**config.mk**
```make
export PLATFORM = sky130hd
export DESIGN_NAME = bist_dr_ctrl_flat
export DESIGN_NICKNAME = d
export VERILOG_FILES = /design/src/rtl/bist_dr_ctrl_if.sv /design/src/rtl/bist_dr_ctrl.sv /design/src/flat_wrapper.sv
export SDC_FILE = /design/constraint.sdc
export NUM_CORES = 1
export LEC_CHECK = 0
export BUFFER_PORTS_ARGS = -buffer_cell sky130_fd_sc_hd__buf_2
export CAP_MARGIN = 40
export CORE_MARGIN = 5
export CORE_UTILIZATION = 51
export DETAILED_ROUTE_END_ITERATION = 8
export GPL_TIMING_DRIVEN = 0
export PLACE_DENSITY = 0.81
export SYNTH_ARGS = -nofsm -noshare
export SYNTH_HDL_FRONTEND = slang
export SYNTH_SLANG_ARGS = --single-unit
```
**constraint.sdc**
```tcl
create_clock -name clk -period 1.5 [get_ports clk]
set_input_delay 0.375 -clock clk [delete_from_list [all_inputs] [get_ports clk]]
set_output_delay 0.375 -clock clk [all_outputs]
set_load 0.02 [all_outputs]
```
**src/rtl/bist_dr_ctrl_if.sv**
```systemverilog
// TAP-side and BIST-engine-side signals of the RUNBIST data register controller.
// The slave modport is the controller; the master modport is the TAP plus the engine.
interface bist_dr_ctrl_if #(
    parameter int DUR_W = 5
);
    logic             sel_i;
    logic             capture_dr_i;
    logic             shift_dr_i;
    logic             update_dr_i;
    logic             tdi_i;
    logic             tdo_o;
    logic             tst_start_o;
    logic             pattern_sel_o;
    logic             success_i;
    logic [DUR_W-1:0] duration_i;

    modport master (
        output sel_i, capture_dr_i, shift_dr_i, update_dr_i, tdi_i,
        output success_i, duration_i,
        input  tdo_o, tst_start_o, pattern_sel_o
    );

    modport slave (
        input  sel_i, capture_dr_i, shift_dr_i, update_dr_i, tdi_i,
        input  success_i, duration_i,
        output tdo_o, tst_start_o, pattern_sel_o
    );
endinterface

```
**src/rtl/bist_dr_ctrl.sv**
```systemverilog
// RUNBIST test data register and run sequencer in front of the BIST engine.
// Optional BIST_FAIL_CNT_EN adds a saturating failed-run counter at DR[12:9].
//
// state  | meaning
// IDLE   | no run since reset, waiting for an accepted go
// START  | one-cycle tst_start_o pulse, timeout counter cleared
// RUN    | engine running; ends on duration==BIST_LEN or timeout
// SETTLE | one cycle for the engine's final success bit, then latch results
// DONE   | results held; a new go is accepted
module bist_dr_ctrl #(
    parameter int BIST_LEN = 17,
    parameter int DUR_W    = 5,
    parameter int TIMEOUT  = 63
) (
    input logic          clk,
    input logic          trst_n,
    bist_dr_ctrl_if.slave bus
);
    localparam int TMO_W = $clog2(TIMEOUT + 1);
`ifdef BIST_FAIL_CNT_EN
    localparam int DR_W  = 4 + DUR_W + 4;
`else
    localparam int DR_W  = 4 + DUR_W;
`endif

    localparam logic [2:0] S_IDLE   = 3'd0;
    localparam logic [2:0] S_START  = 3'd1;
    localparam logic [2:0] S_RUN    = 3'd2;
    localparam logic [2:0] S_SETTLE = 3'd3;
    localparam logic [2:0] S_DONE   = 3'd4;

    logic [2:0]       r_state;
    logic [DR_W-1:0]  r_dr;
    logic             r_done;
    logic             r_pass;
    logic             r_tmo;
    logic [DUR_W-1:0] r_dur_lat;
    logic [TMO_W-1:0] r_tmo_ctr;
    logic             r_pattern;
    logic             r_tst_start;

    logic             w_busy;
    logic             w_go_accept;
    logic             w_len_hit;
    logic             w_tmo_hit;
    logic [DR_W-1:0]  w_status;

    assign w_busy      = (r_state == S_START) || (r_state == S_RUN) || (r_state == S_SETTLE);
    assign w_go_accept = bus.sel_i && bus.update_dr_i && r_dr[0] &&
                         ((r_state == S_IDLE) || (r_state == S_DONE));
    assign w_len_hit   = (bus.duration_i == DUR_W'(BIST_LEN));
    assign w_tmo_hit   = (r_tmo_ctr == TMO_W'(TIMEOUT));

`ifdef BIST_FAIL_CNT_EN
    logic [3:0] r_fail_cnt;
    logic       w_fail_evt;
    logic       w_fail_clr;

    assign w_fail_evt = ((r_state == S_RUN) && !w_len_hit && w_tmo_hit) ||
                        ((r_state == S_SETTLE) && !bus.success_i);
    assign w_fail_clr = w_go_accept && r_dr[2];
    assign w_status   = {r_fail_cnt, r_dur_lat, r_tmo, r_pass, r_done, w_busy};

    // Clearing and counting never coincide: a go is only accepted outside RUN/SETTLE.
    always_ff @(posedge clk or negedge trst_n) begin
        if (!trst_n) begin
            r_fail_cnt <= 4'd0;
        end else if (w_fail_clr) begin
            r_fail_cnt <= 4'd0;
        end else if (w_fail_evt && (r_fail_cnt != 4'hF)) begin
            r_fail_cnt <= r_fail_cnt + 4'd1;
        end
    end
`else
    assign w_status = {r_dur_lat, r_tmo, r_pass, r_done, w_busy};
`endif

    always_ff @(posedge clk or negedge trst_n) begin
        if (!trst_n) begin
            r_dr <= '0;
        end else if (bus.sel_i && bus.capture_dr_i) begin
            r_dr <= w_status;
        end else if (bus.sel_i && bus.shift_dr_i) begin
            r_dr <= {bus.tdi_i, r_dr[DR_W-1:1]};
        end
    end

    always_ff @(posedge clk or negedge trst_n) begin
        if (!trst_n) begin
            r_state     <= S_IDLE;
            r_done      <= 1'b0;
            r_pass      <= 1'b0;
            r_tmo       <= 1'b0;
            r_dur_lat   <= '0;
            r_tmo_ctr   <= '0;
            r_pattern   <= 1'b0;
            r_tst_start <= 1'b0;
        end else begin
            // The pulse is high exactly in START, which is only entered from an accepted go.
            r_tst_start <= w_go_accept;
            case (r_state)
                S_IDLE, S_DONE: begin
                    if (w_go_accept) begin
                        r_pattern <= r_dr[1];
                        r_done    <= 1'b0;
                        r_pass    <= 1'b0;
                        r_tmo     <= 1'b0;
                        r_state   <= S_START;
                    end
                end
                S_START: begin
                    r_tmo_ctr <= '0;
                    r_state   <= S_RUN;
                end
                S_RUN: begin
                    if (!w_tmo_hit) begin
                        r_tmo_ctr <= r_tmo_ctr + 1'b1;
                    end
                    if (w_len_hit) begin
                        r_state <= S_SETTLE;
                    end else if (w_tmo_hit) begin
                        r_tmo     <= 1'b1;
                        r_pass    <= 1'b0;
                        r_done    <= 1'b1;
                        r_dur_lat <= bus.duration_i;
                        r_state   <= S_DONE;
                    end
                end
                S_SETTLE: begin
                    r_pass    <= bus.success_i;
                    r_dur_lat <= bus.duration_i;
                    r_done    <= 1'b1;
                    r_state   <= S_DONE;
                end
                default: begin
                    r_state <= S_IDLE;
                end
            endcase
        end
    end

    assign bus.tdo_o         = r_dr[0];
    assign bus.tst_start_o   = r_tst_start;
    assign bus.pattern_sel_o = r_pattern;
endmodule

```
**src/flat_wrapper.sv**
```systemverilog
// flat-port wrapper written by rule: the top's interface ports become plain ports
module bist_dr_ctrl_flat 
#(
    parameter int BIST_LEN = 17,
    parameter int DUR_W    = 5,
    parameter int TIMEOUT  = 63
)
  (clk, trst_n, bus_sel_i, bus_capture_dr_i, bus_shift_dr_i, bus_update_dr_i, bus_tdi_i, bus_success_i, bus_duration_i, bus_tdo_o, bus_tst_start_o, bus_pattern_sel_o);
  bist_dr_ctrl_if #(.DUR_W(DUR_W)) bus_i ();
  input logic clk;
  input logic trst_n;
  input wire logic [$bits(bus_i.sel_i)-1:0] bus_sel_i;
  input wire logic [$bits(bus_i.capture_dr_i)-1:0] bus_capture_dr_i;
  input wire logic [$bits(bus_i.shift_dr_i)-1:0] bus_shift_dr_i;
  input wire logic [$bits(bus_i.update_dr_i)-1:0] bus_update_dr_i;
  input wire logic [$bits(bus_i.tdi_i)-1:0] bus_tdi_i;
  input wire logic [$bits(bus_i.success_i)-1:0] bus_success_i;
  input wire logic [$bits(bus_i.duration_i)-1:0] bus_duration_i;
  output wire logic [$bits(bus_i.tdo_o)-1:0] bus_tdo_o;
  output wire logic [$bits(bus_i.tst_start_o)-1:0] bus_tst_start_o;
  output wire logic [$bits(bus_i.pattern_sel_o)-1:0] bus_pattern_sel_o;
  assign bus_i.sel_i = bus_sel_i;
  assign bus_i.capture_dr_i = bus_capture_dr_i;
  assign bus_i.shift_dr_i = bus_shift_dr_i;
  assign bus_i.update_dr_i = bus_update_dr_i;
  assign bus_i.tdi_i = bus_tdi_i;
  assign bus_i.success_i = bus_success_i;
  assign bus_i.duration_i = bus_duration_i;
  assign bus_tdo_o = bus_i.tdo_o;
  assign bus_tst_start_o = bus_i.tst_start_o;
  assign bus_pattern_sel_o = bus_i.pattern_sel_o;
  bist_dr_ctrl #(.BIST_LEN(BIST_LEN), .DUR_W(DUR_W), .TIMEOUT(TIMEOUT)) u_core (.clk(clk), .trst_n(trst_n), .bus(bus_i));
endmodule
```
==> impl_results.md <==
* Area share of the largest cell type after synthesis at between 50 and 60%
* Main synth FF type: dfrtp_1
* Setup TNS at 0 ns
* Final Critical Period at about 1.5 ns
* Wirelength per Cell at between 15 and 20 um
* Top post-synthesis cells by area: dfrtp_1, a22o_1, mux2_1
* Antenna-violating nets left at 0
* Comb power frac at between 30% and 40%
* Cell taking the most area after synthesis: dfrtp_1
* Synth Area in Compound Gates at approximately a quarter
* Syn_nets at approximately 130
* Slew HR at between 50% and 60%
* Ports at 16
* Fmax achieved at around 670 MHz
* Final Slew Violations at 0
* First drt pass iteration count at 4
* DRT iter0 DRCs at 30
* Final setup viols at 0
* Root buf cell: clkbuf_4
* Post-route design area at ~1600 um^2
* Slowest CP cell: dfrtp_2
* Mux share of post-synthesis cell area at 5.22%
* Global-route wire length before repair at approximately 4800 um
* Mapped Area at approximately 1400 um^2
* P&R area growth vs syn at 18.0%
* Ys Warns at 0
* Crit path DAT at around 1.8 ns
* Post-Synth XOR/XNOR Area at 0%
* Sequential share of power at 46.0%
* Switching Share at around a third
* CTS buffer count at 3
* FF-to-FF Start: u_core.r_tmo_ctr[1]
* RR Endpoint: u_core.r_tmo_ctr[2]
* Die area at between 3000 and 4000 um^2
* Max Cap Violations at 0
* Worst IR Drop VDD at 1.05 mV
* Clock sinks at 28
* Finished Layout Cells at about 170
* Top-count cell post-synth: dfrtp_1
* DR vias/cell at approximately 6.2
* Status: complete, no violations
* Fin Hold WS at ~0.021 ns
* Vias in the first global route at about 1000
* Internal power at roughly 1.8 mW
* Synth Register Bits at 28
* Switching Power at 0.946 mW
* Final total power at 2.71 mW
* R2R cell count at 5
* Largest family of logic cells by synthesized area: compound AO/OA/AOI/OAI gates
* Final WL at roughly 2800 um
* CTS tree: yes
* Skew-Pair Late Insertion Delay at approximately 0.33 ns
* Placed Area at between 1000 and 1500 um^2
* Initial antenna violation count at 0
* Inst Count DP at about 160
* Die Ht at 61.7 um
* Post-synth ARST share at 100%
* Hpwl dp at 1940 um
* Max FO, Critical Path at 6
* Ant. Diodes at 0
* Period utilization at between 90% and 100%
* Power Dens Cells at between 1500 and 2000 nW/um^2
* Vias at ~1100
* Largest net degree at the start of global routing at 29
* Total track usage at between 10% and 20%
* CP cell instances: ha_4 > nand4_4 > or2_1 > a41o_1 > a21oi_2
* Worst R2R Setup Slack at 0.01 ns
* Lkg Pwr at 0.757 nW
* CTS H-tree lvls at 1
* Starting Density at between 50% and 60%
* Worst path max stage delay at between 0.4 and 0.5 ns
* GP Congestion at 0.825
* IO Port Bufs at 15
* Clk network pwr share at between 10% and 20%
* Post-Synth Simple-Gate Area at between 10% and 20%
* RSZ-0062 raised after global routing: yes
* Worst-Margin Slew at just over 0.6 ns
* Synth Area in Adders at less than 1%
* Crit start category: register
* Clk pin slew, worst setup/hold paths at 0.15 ns
* Crit end category: register
* Core footprint at between 2000 and 3000 um^2
* Clk buf depth at 2
* EDFF count, synth at 0
* Synth cell types at 38
* Layout cell share with drive strength beyond 1 at 31.0%
* Cells after synthesis at around 120
* Layout Skew at roughly 0.0037 ns
* Die width at 61.7 um
* Hold violation count in the final report at 0
* Hold crit path type: primary input to async pin
* Synthesized area per cell at approximately 11 um^2
* # rows at 18
* Register area share after synthesis at 51.3%
* Grt total ovfl at 0
* Synth top cells by count: dfrtp_1, a22o_1, nand2_1
* DRC at 0
* Kind of critical path: register to register
* Nets at about 160
* Worst Path Required at 1.77 ns
## power groups by stage
| stage | logic (mW) | registers [mW] | clock network [mW] |
|---|---|---|---|
| 2_1_floorplan | 0.602 | 1.24 | 0 |
| 3_3_place_gp | 0.774 | 1.26 | 0 |
| 3_5_place_dp | 0.816 | 1.27 | 0 |
| 4_1_cts | 0.921 | 1.24 | 0.511 |
| 5_1_grt | 1.06 | 1.28 | 0.548 |
| 6_report | 0.964 | 1.24 | 0.500 |
## state kept, by name (all words and copies together) (netlist names)
signal	count
u_core.bus.pattern_sel_o	1
u_core.bus.tst_start_o	1
u_core.r_done	1
u_core.r_dr	9
u_core.r_dur_lat	5
u_core.r_pass	1
u_core.r_state	3
u_core.r_tmo	1
u_core.r_tmo_ctr	6
## through the flow
step                utilization [%]  setup slack, ns
floorplan                         -           0.0261
global placement               59.4           -0.135
detailed placement             59.4           -0.182
CTS                            62.9          -0.0401
global route                   63.8          -0.0478
finish                         63.8          0.00963
## worst max-delay path by stage
stage | startpoint | to | slack [ns] | depth (start not counted)
after floorplan | u_core.r_tmo_ctr[0] | u_core.r_tmo_ctr[2] | 0.03 | 6
after global placement | bus_duration_i[0] | u_core.r_dur_lat[4] | -0.14 | 5
after detailed placement | bus_duration_i[0] | u_core.r_dur_lat[3] | -0.18 | 5
after CTS | u_core.r_tmo_ctr[0] | u_core.r_dur_lat[3] | -0.04 | 5
after global routing | u_core.r_tmo_ctr[1] | u_core.r_dur_lat[0] | -0.05 | 5
final | u_core.r_tmo_ctr[1] | u_core.r_tmo_ctr[2] | 0.01 | 5
## cells by family after synthesis
group           after synthesis
compound gates               40
simple gates                 32
flops                        28
buf+inv                      12
mux                           6
fa+ha+maj                     1
## placed cells by master (no fill, tap or decap), drive strengths merged
cell type	instances
clkbuf	6
mux2	6
o21ai	3
o41ai	1
a211oi	1
buf	22
ha	1
bufinv	1
inv	6
nand3	5
nand4	2
a41o	2
a32oi	1
nand2	8
nand3b	1
a22o	18
nor2b	3
o311ai	1
o21a	1
nand2b	4
dfrtp	28
nor2	6
a21oi	5
a22oi	2
a41oi	1
or2	1
a31o	1
and4	1
and4bb	1
a31oi	1
o2bb2ai	2
## worst max-delay path: cells and delay by family (launching register included)
family / cells / cell delay, ns
flops: 1 / 0.42
simple gates: 2 / 0.47
compound gates: 2 / 0.39
fa+ha+maj: 1 / 0.16
## area by class of cell
cell class	instances	area, um^2
clock inverters	1	30.0
fillers	207	912
inverters	6	22.5
flip-flops and latches	28	703
clock buffers	3	22.5
multi-input cells	79	661
well taps	30	37.5
plain buffers	5	21.3
repair buffers	20	113
## timing repair
item | 4_1_cts | 5_1_grt
hold buffers | 0 | 0
gates cloned | 0 | 0
setup endpoints to repair | 10 | 13
endpoints found under the hold margin | 0 | 0
buffers inserted | 5 | 0
pin swaps | 6 | 3
resized for setup | 4 | 4
## per-layer routing
layer | vias to the layer above | wire length (um) | share of wire, % | global-route usage (%)
li1 | 495 | - | - | -
met1 | 540 | 1300 | 46 | 24.9
met2 | 28 | 1350 | 48 | 25.9
met3 | 2 | 130 | 4.6 | 3.31
met4 | 0 | 27 | 0.96 | 4.55
met5 | - | 0 | 0 | 0
(Power assumes the default switching activity.)
